===== src/rtl/matriz_soma_seq_if.sv =====
// Load/result stream bundle for the sequential matrix adder.
// The master side drives operands and consumes results.
interface matriz_soma_seq_if #(
  parameter int TAMANHO = 5,
  parameter int LARGURA = 8
);
  localparam int IDX = (TAMANHO > 1) ? $clog2(TAMANHO) : 1;

  logic               in_valid;
  logic               in_ready;
  logic [LARGURA-1:0] in_a;
  logic [LARGURA-1:0] in_b;
  logic               out_valid;
  logic               out_ready;
  logic [LARGURA-1:0] out_c;
  logic               out_carry;
  logic [IDX-1:0]     out_linha;
  logic [IDX-1:0]     out_coluna;
  logic               out_ultimo;
  logic               ocupado;

  modport master (
    output in_valid, in_a, in_b, out_ready,
    input  in_ready, out_valid, out_c, out_carry, out_linha, out_coluna,
           out_ultimo, ocupado
  );

  modport slave (
    input  in_valid, in_a, in_b, out_ready,
    output in_ready, out_valid, out_c, out_carry, out_linha, out_coluna,
           out_ultimo, ocupado
  );
endinterface


===== src/rtl/matriz_soma_seq.sv =====
// Sequential element-wise matrix adder: buffers A and B, sums one element
// per cycle into C, then streams C out row-major.
module matriz_soma_seq #(
  parameter int TAMANHO = 5,
  parameter int LARGURA = 8
) (
  input logic              clk,
  input logic              rst_n,
  matriz_soma_seq_if.slave bus
);
  localparam int IDX = (TAMANHO > 1) ? $clog2(TAMANHO) : 1;
  localparam int NE  = TAMANHO * TAMANHO;
  localparam int AW  = (NE > 1) ? $clog2(NE) : 1;
  localparam logic [IDX-1:0] ULT = IDX'(TAMANHO - 1);

  typedef enum logic [1:0] {CARGA, CALCULO, SAIDA} estado_t;

  estado_t        state_q, state_d;
  logic [IDX-1:0] linha_q, linha_d;
  logic [IDX-1:0] coluna_q, coluna_d;

  logic [LARGURA-1:0] mem_a [0:NE-1];
  logic [LARGURA-1:0] mem_b [0:NE-1];
  logic [LARGURA:0]   mem_c [0:NE-1];

  logic [AW-1:0] addr;
  logic          ultimo_pos;
  logic          advance;
  logic          wr_ab;
  logic          wr_c;
  logic          in_ready_int;
  logic          out_valid_int;
  logic [LARGURA:0] c_rd;

  assign addr       = AW'(int'(linha_q) * TAMANHO + int'(coluna_q));
  assign ultimo_pos = (linha_q == ULT) && (coluna_q == ULT);
  assign c_rd       = mem_c[addr];

  always_comb begin
    state_d       = state_q;
    linha_d       = linha_q;
    coluna_d      = coluna_q;
    in_ready_int  = 1'b0;
    out_valid_int = 1'b0;
    wr_ab         = 1'b0;
    wr_c          = 1'b0;
    advance       = 1'b0;
    case (state_q)
      CARGA: begin
        in_ready_int = 1'b1;
        if (bus.in_valid) begin
          wr_ab   = 1'b1;
          advance = 1'b1;
          if (ultimo_pos) state_d = CALCULO;
        end
      end
      CALCULO: begin
        wr_c    = 1'b1;
        advance = 1'b1;
        if (ultimo_pos) state_d = SAIDA;
      end
      SAIDA: begin
        out_valid_int = 1'b1;
        if (bus.out_ready) begin
          advance = 1'b1;
          if (ultimo_pos) state_d = CARGA;
        end
      end
      default: state_d = CARGA;
    endcase
    // Column is innermost; the final position wraps both counters to zero.
    if (advance) begin
      if (coluna_q == ULT) begin
        coluna_d = '0;
        linha_d  = (linha_q == ULT) ? '0 : linha_q + 1'b1;
      end else begin
        coluna_d = coluna_q + 1'b1;
      end
    end
  end

  always_ff @(posedge clk or negedge rst_n) begin
    if (!rst_n) begin
      state_q  <= CARGA;
      linha_q  <= '0;
      coluna_q <= '0;
    end else begin
      state_q  <= state_d;
      linha_q  <= linha_d;
      coluna_q <= coluna_d;
    end
  end

  // Buffers are never cleared; results are only exposed after a full pass.
  always_ff @(posedge clk) begin
    if (wr_ab) begin
      mem_a[addr] <= bus.in_a;
      mem_b[addr] <= bus.in_b;
    end
    if (wr_c) begin
      mem_c[addr] <= {1'b0, mem_a[addr]} + {1'b0, mem_b[addr]};
    end
  end

  assign bus.in_ready   = in_ready_int;
  assign bus.out_valid  = out_valid_int;
  assign bus.out_c      = out_valid_int ? c_rd[LARGURA-1:0] : '0;
  assign bus.out_carry  = out_valid_int ? c_rd[LARGURA] : 1'b0;
  assign bus.out_linha  = out_valid_int ? linha_q : '0;
  assign bus.out_coluna = out_valid_int ? coluna_q : '0;
  assign bus.out_ultimo = out_valid_int && ultimo_pos;
  assign bus.ocupado    = (state_q == CALCULO) || (state_q == SAIDA);
endmodule


===== src/flat_wrapper.sv =====
// flat-port wrapper written by rule: the top's interface ports become plain ports
module matriz_soma_seq_flat 
#(
  parameter int TAMANHO = 5,
  parameter int LARGURA = 8
)
  (clk, rst_n, bus_in_valid, bus_in_a, bus_in_b, bus_out_ready, bus_in_ready, bus_out_valid, bus_out_c, bus_out_carry, bus_out_linha, bus_out_coluna, bus_out_ultimo, bus_ocupado);
  matriz_soma_seq_if #(.TAMANHO(TAMANHO), .LARGURA(LARGURA)) bus_i ();
  input logic clk;
  input logic rst_n;
  input wire logic [$bits(bus_i.in_valid)-1:0] bus_in_valid;
  input wire logic [$bits(bus_i.in_a)-1:0] bus_in_a;
  input wire logic [$bits(bus_i.in_b)-1:0] bus_in_b;
  input wire logic [$bits(bus_i.out_ready)-1:0] bus_out_ready;
  output wire logic [$bits(bus_i.in_ready)-1:0] bus_in_ready;
  output wire logic [$bits(bus_i.out_valid)-1:0] bus_out_valid;
  output wire logic [$bits(bus_i.out_c)-1:0] bus_out_c;
  output wire logic [$bits(bus_i.out_carry)-1:0] bus_out_carry;
  output wire logic [$bits(bus_i.out_linha)-1:0] bus_out_linha;
  output wire logic [$bits(bus_i.out_coluna)-1:0] bus_out_coluna;
  output wire logic [$bits(bus_i.out_ultimo)-1:0] bus_out_ultimo;
  output wire logic [$bits(bus_i.ocupado)-1:0] bus_ocupado;
  assign bus_i.in_valid = bus_in_valid;
  assign bus_i.in_a = bus_in_a;
  assign bus_i.in_b = bus_in_b;
  assign bus_i.out_ready = bus_out_ready;
  assign bus_in_ready = bus_i.in_ready;
  assign bus_out_valid = bus_i.out_valid;
  assign bus_out_c = bus_i.out_c;
  assign bus_out_carry = bus_i.out_carry;
  assign bus_out_linha = bus_i.out_linha;
  assign bus_out_coluna = bus_i.out_coluna;
  assign bus_out_ultimo = bus_i.out_ultimo;
  assign bus_ocupado = bus_i.ocupado;
  matriz_soma_seq #(.TAMANHO(TAMANHO), .LARGURA(LARGURA)) u_core (.clk(clk), .rst_n(rst_n), .bus(bus_i));
endmodule

===== config.mk =====
export PLATFORM = sky130hd
export DESIGN_NAME = matriz_soma_seq_flat
export DESIGN_NICKNAME = d
export VERILOG_FILES = /design/src/rtl/matriz_soma_seq_if.sv /design/src/rtl/matriz_soma_seq.sv /design/src/flat_wrapper.sv
export SDC_FILE = /design/constraint.sdc
export NUM_CORES = 1
export LEC_CHECK = 0
export ABC_AREA = 1
export BUFFER_PORTS_ARGS = -buffer_cell sky130_fd_sc_hd__buf_2
export CAP_MARGIN = 0
export CORE_ASPECT_RATIO = 1.2
export CORE_UTILIZATION = 65
export CTS_CLUSTER_SIZE = 40
export DETAILED_ROUTE_END_ITERATION = 6
export GPL_TIMING_DRIVEN = 0
export PLACE_DENSITY = 0.8
export SETUP_SLACK_MARGIN = 0.5
export SLEW_MARGIN = 40
export SYNTH_ARGS = -nofsm -noshare
export SYNTH_HDL_FRONTEND = slang
export SYNTH_SLANG_ARGS = --single-unit

===== constraint.sdc =====
create_clock -name clk -period 12.9 [get_ports clk]
set_clock_uncertainty 0.15 [all_clocks]
set_input_delay 1.29 -clock clk [delete_from_list [all_inputs] [get_ports clk]]
set_output_delay 1.29 -clock clk [all_outputs]
set_load 0.01 [all_outputs]

# Word-level counts from Yosys, hierarchy flattened
# Memories as Yosys holds them, arrays and structs flattened.
# Index checks and enable logic that the tools add are counted.
[word_totals]
input_bits = 20
ff_bits = 8
out_inout_bits = 19
wordCells = 49
mem_bits_rw = 625
memories = 3
[classes]
reduce_logical = 6
n_mux = 23
eq_ne = 9
addsub = 4
mul = 1
[mem_list]
columns = ["memory", "words", "width", "read_ports", "rd_ports_with_merged_regs", "wr", "line_no", "source"]
rows = [
  ["u_core.mem_c", 25, 9, 1, 0, 1, "matriz_soma_seq.sv:24", "logic [LARGURA:0] mem_c [0:NE-1];"],
  ["u_core.mem_a", 25, 8, 1, 0, 1, "matriz_soma_seq.sv:22", "logic [LARGURA-1:0] mem_a [0:NE-1];"],
  ["u_core.mem_b", 25, 8, 1, 0, 1, "matriz_soma_seq.sv:23", "logic [LARGURA-1:0] mem_b [0:NE-1];"],
]
[ops]
columns = ["op", "count"]
rows = [
  ["two-way mux 3 bit", 4],
  ["two-way mux 1 bit", 11],
  ["two-way mux 2 bit", 5],
  ["adder 8 x 8 -> 9 bit", 1],
  ["two-way mux 8 bit", 1],
  ["adder 3 x 1 -> 3 bit (second input constant)", 2],
  ["equality test 3 bit (second input constant)", 2],
  ["inequality test 2 x 1 -> 1 bit (second input constant)", 3],
  ["one-hot mux 2 bit (3 select lines)", 1],
  ["adder 5 x 4 -> 5 bit", 1],
  ["multiplier 3 x 3 -> 5 bit (second input constant)", 1],
  ["AND reduction 5 bit", 1],
  ["inequality test 2 bit (second input constant)", 2],
  ["one-hot mux 1 bit (3 select lines)", 1],
  ["equality test 2 x 1 -> 1 bit (second input constant)", 1],
  ["equality test 2 bit (second input constant)", 1],
  ["logical AND 1 bit", 2],
  ["logical NOT 2 bit", 1],
  ["AND reduction 2 bit", 1],
  ["logical OR 1 bit", 1],
]

# Longest topological paths before layout
[logic_depth]
word_depth = 5
mapped_depth = 21
mapped_depth_nobuf = 19

# Least setup slack after synthesis
# OpenSTA, ideal clock, no wires.
[synth_timing]
path_kind = "reg-to-reg"
startpoint = "register u_core.linha_q[0]"
endpoint = "memory u_core.mem_c[0][6] (netlist name), data pin"
period_less_slack_ns = 4.581
path_slack_ns = 8.319
t_required_ns = 12.415
setup_time_ns = 0.335
stages_incl_launch_ff = 16
arrival_ns = 4.096
path_buffers = 2
cell_sequence = "dfrtp_1 ha_1 ha_1 fa_1 xnor2_1 buf_2 buf_2 nand3_1 nand2_1 nand3_1 ha_1 fa_1 nand3_1 nand2_1 a21oi_1 xor2_1"
[synth_between]
elab_chain_len = 4
word_cells_on_any_way = 5
cone_classes = "add/sub (2); mul (1); memory (2)"
[synth_rtl]
columns = ["element", "line_no", "source"]
rows = [
  ["start: declaration", "matriz_soma_seq.sv:19", "logic [IDX-1:0] linha_q, linha_d;"],
  ["start signal: assignment", "matriz_soma_seq.sv:89", "linha_q <= linha_d;"],
  ["multiplier 3 x 3 -> 5 bit (*)", "matriz_soma_seq.sv:35", "assign addr = AW'(int'(linha_q) * TAMANHO + int'(coluna_q));"],
  ["adder 5 x 4 -> 5 bit (*)", "matriz_soma_seq.sv:35", ""],
  ["memory (25 x 8 bit), on equally long branches", "n/a", ""],
  ["adder 8 x 8 -> 9 bit (*)", "matriz_soma_seq.sv:101", "mem_c[addr] <= {1'b0, mem_a[addr]} + {1'b0, mem_b[addr]};"],
  ["end: declaration", "matriz_soma_seq.sv:24", ""],
]
# Every way passes the cells marked *; elsewhere a longest branch is shown, timed or not.

# Final worst setup path
[layout_timing]
startpoint = "register u_core.linha_q[0]"
endpoint = "memory u_core.mem_c[15][8] (netlist name), data pin"
# Same word-level chain as after synthesis.

==> results.ini <==
[outcome]
status=finished, final reports clean

[drt]
finalWirelength_um=75140
drtPass1Iterations=6
num_vias=18937
first_iter_violations=2469
avgViaCountPerCell=6.077
wl_per_cell_um=24.11
drc=0
postRouteAntennaNets=0

[synth]
yosys_warnings=0
syn_nets=2441
netlist_instances=2395
syn-cell-area_um2=26650
avgSynthCellArea_um2=11.13
ys_ff_latch=633
synth_seq_area_share=0.7117
synth_cell_types=38

[clock_tree]
clk_pin_slew_worst_paths_ps=70
cts_resized=0
htree_levels=2
cts_tree=yes
cts_made_buffers=56
cts_sinks=633
cts_setup_buffers=0
cts_buffer_depth=3
root_buffer=clkbuf_16
cts_hold_buffers=0
clock_latency_ps=640

[critical_path]
reg2reg_slack_ps=7100
path_cells=ha_1 -> ha_1 -> fa_1 -> buf_2 -> inv_2 -> buf_2 -> buf_1 -> nand2_1 -> nand2_1 -> nor2_1 -> nor2_1 -> ha_2 -> fa_2 -> nand3_1 -> nand2_1 -> a21oi_1 -> o21bai_1 -> a21o_1 -> buf_6
path_common_cell=nand2_1
cp.required_ps=13240
r2r_start=u_core.linha_q[0]
cpMaxStageDelayCell=buf_1
crit_arrival_ps=6140
crit_path_max_fanout=14
cp_slowest_stage_delay_ps=640
crit_start=u_core.linha_q[0]
crit_end=u_core.mem_c[15][8]
criticalPathCategory=flip-flop to flip-flop
r2r-end=u_core.mem_c[15][8]
critPathCaptureType=flip-flop
reg2reg_depth=19
start_kind=flip-flop

[timing]
setup_ws_ps=7102
min_period_over_period=0.4495
max_freq_ghz=0.1725
drv_slew=0
finalSetupTns_ps=0
report.final.hold_viol_count=0
post-route-min-period_ps=5798
rsz0062_at_grt=no
relSlewSlack=0.3869
worst_pin_slew_ps=919.7
finalSetupViolCount=0

[floorplanning]
die_w_um=186.8
die_height_um=223.8
io_pins=39
die_area_um2=41820
start_util=0.6640
num_rows=80
coreArea_um2=40140

[finish]
most-common-layout-cells=nand2_1 (693), edfxtp_1 (625), nor2_1 (353), inv_1 (209), nand3_1 (110)
fin_nets=2587
drive_gt1_frac=0.1266
area_delta_synth_final_pct=13.32
layout.cells.most_common=nand2_1
antenna-diode-count=0

[min_path]
min_path_type=input pin to async pin

[global_routing]
grt_pass1_vias=18429
grt_pass1_wl_um=109000
overflow=0
grt_max_degree=26
globalRouteTotalUtil=0.3636
grt_antenna_before_repair=2

[placement]
pre_cts_ws_ps=7261
post-dp-hpwl_um=51300
port-buffer-count=38
gp_congestion=0.9936

[run]
timing.max_cap.violations=0

-- metal layers --
layer	track usage	routed length, um
met1	0.4348	25200
met2	0.5870	35400
met3	0.08209	8701
met4	0.2626	5812
met5	0	24
-- worst min path at each step --
| stage | startpoint | endpoint | slack [ps] | cells after the start |
|---|---|---|---|---|
| after floorplan | u_core.coluna_q[2] | u_core.coluna_q[2] | 390 | 2 |
| after global placement | u_core.coluna_q[2] | u_core.coluna_q[2] | 430 | 2 |
| after detailed placement | u_core.coluna_q[2] | u_core.coluna_q[2] | 450 | 2 |
| after CTS | rst_n | u_core.coluna_q[0] | 330 | 1 |
| after global routing | rst_n | u_core.coluna_q[0] | 350 | 1 |
| final | rst_n | u_core.coluna_q[0] | 340 | 1 |
-- final cells by class --
type	count	area (um^2)
Sequential cell	633	18970
Fill cell	2472	9937
Multi-Input combinational cell	1435	6686
Clock buffer	72	1491
Inverter	216	813.3
Timing Repair Buffer	88	774.5
Tap cell	533	666.9
Buffer	111	583.1
Clock inverter	28	217.7
-- cells by family (layout without fill, tap and decap cells) --
logic type	Yosys count	count (layout)	synth area share
AND/OR/NAND/NOR	1298	1298	0.1990
XOR/XNOR	11	11	0.003615
adder cells (fa/ha/maj)	26	26	0.01277
flip-flops	633	633	0.7117
buffers and inverters	327	515	0.05211
AO/OA/AOI/OAI	100	100	0.02075
-- critical path: cells and delay by family, from the launching register on --
kind / cells / cell delay, ps
buffers and inverters: 5 / 1620
adders and majority gates: 5 / 1640
and+or+nand+nor: 6 / 910
AOI/OAI and AO/OA: 3 / 860
DFF: 1 / 440
-- per-stage QoR --
stage               cell area (um^2)  hold slack, ps  cells  utilization
global route                   30200           349.4   3116       0.7524
global placement               27510           425.3   2966       0.6853
floorplan                      26650           386.9   2395            -
finish                         30200           342.5   3116       0.7524
detailed placement             28450           451.5   3016       0.7088
CTS                            30160           332.9   3116       0.7513
-- synthesized netlist by cell type --
library cell	instances	area share
buf_4	9	0.0025
nand4_1	48	0.011
a21o_1	1	0.00028
nor3_1	19	0.0036
nor3_2	2	0.00075
xnor2_1	2	0.00066
ha_1	24	0.011
edfxtp_1	625	0.70
clkinv_1	1	0.00014
clkbuf_1	27	0.0038
dfrtp_1	8	0.0075
o22ai_1	19	0.0045
buf_1	10	0.0014
nand2_4	1	0.00042
a22oi_1	1	0.00028
inv_2	5	0.00070
or2_2	8	0.0019
or2_1	1	0.00023
o21bai_1	2	0.00056
xor2_1	9	0.0030
fa_1	2	0.0015
nand3b_1	20	0.0056
nor2_2	1	0.00023
nand2_1	693	0.098
nand3_1	110	0.021
nor2_4	2	0.00085
o21ai_1	1	0.00019
inv_4	1	0.00023
buf_2	58	0.011
inv_1	209	0.029
nor2_1	387	0.055
or2_0	1	0.00023
nand2_2	5	0.0012
o21ai_0	40	0.0075
o2111ai_1	3	0.00099
a21oi_1	31	0.0058
buf_6	7	0.0030
o22a_1	2	0.00066
-- sequential cells by signal, indices dropped and copies added, names as in the netlist --
name             cells
u_core.mem_c       225
u_core.mem_a       200
u_core.mem_b       200
u_core.coluna_q      3
u_core.linha_q       3
u_core.state_q       2
Power is not shown: default switching activity piles up to over one toggle a cycle in this logic, so the estimate is an artifact.
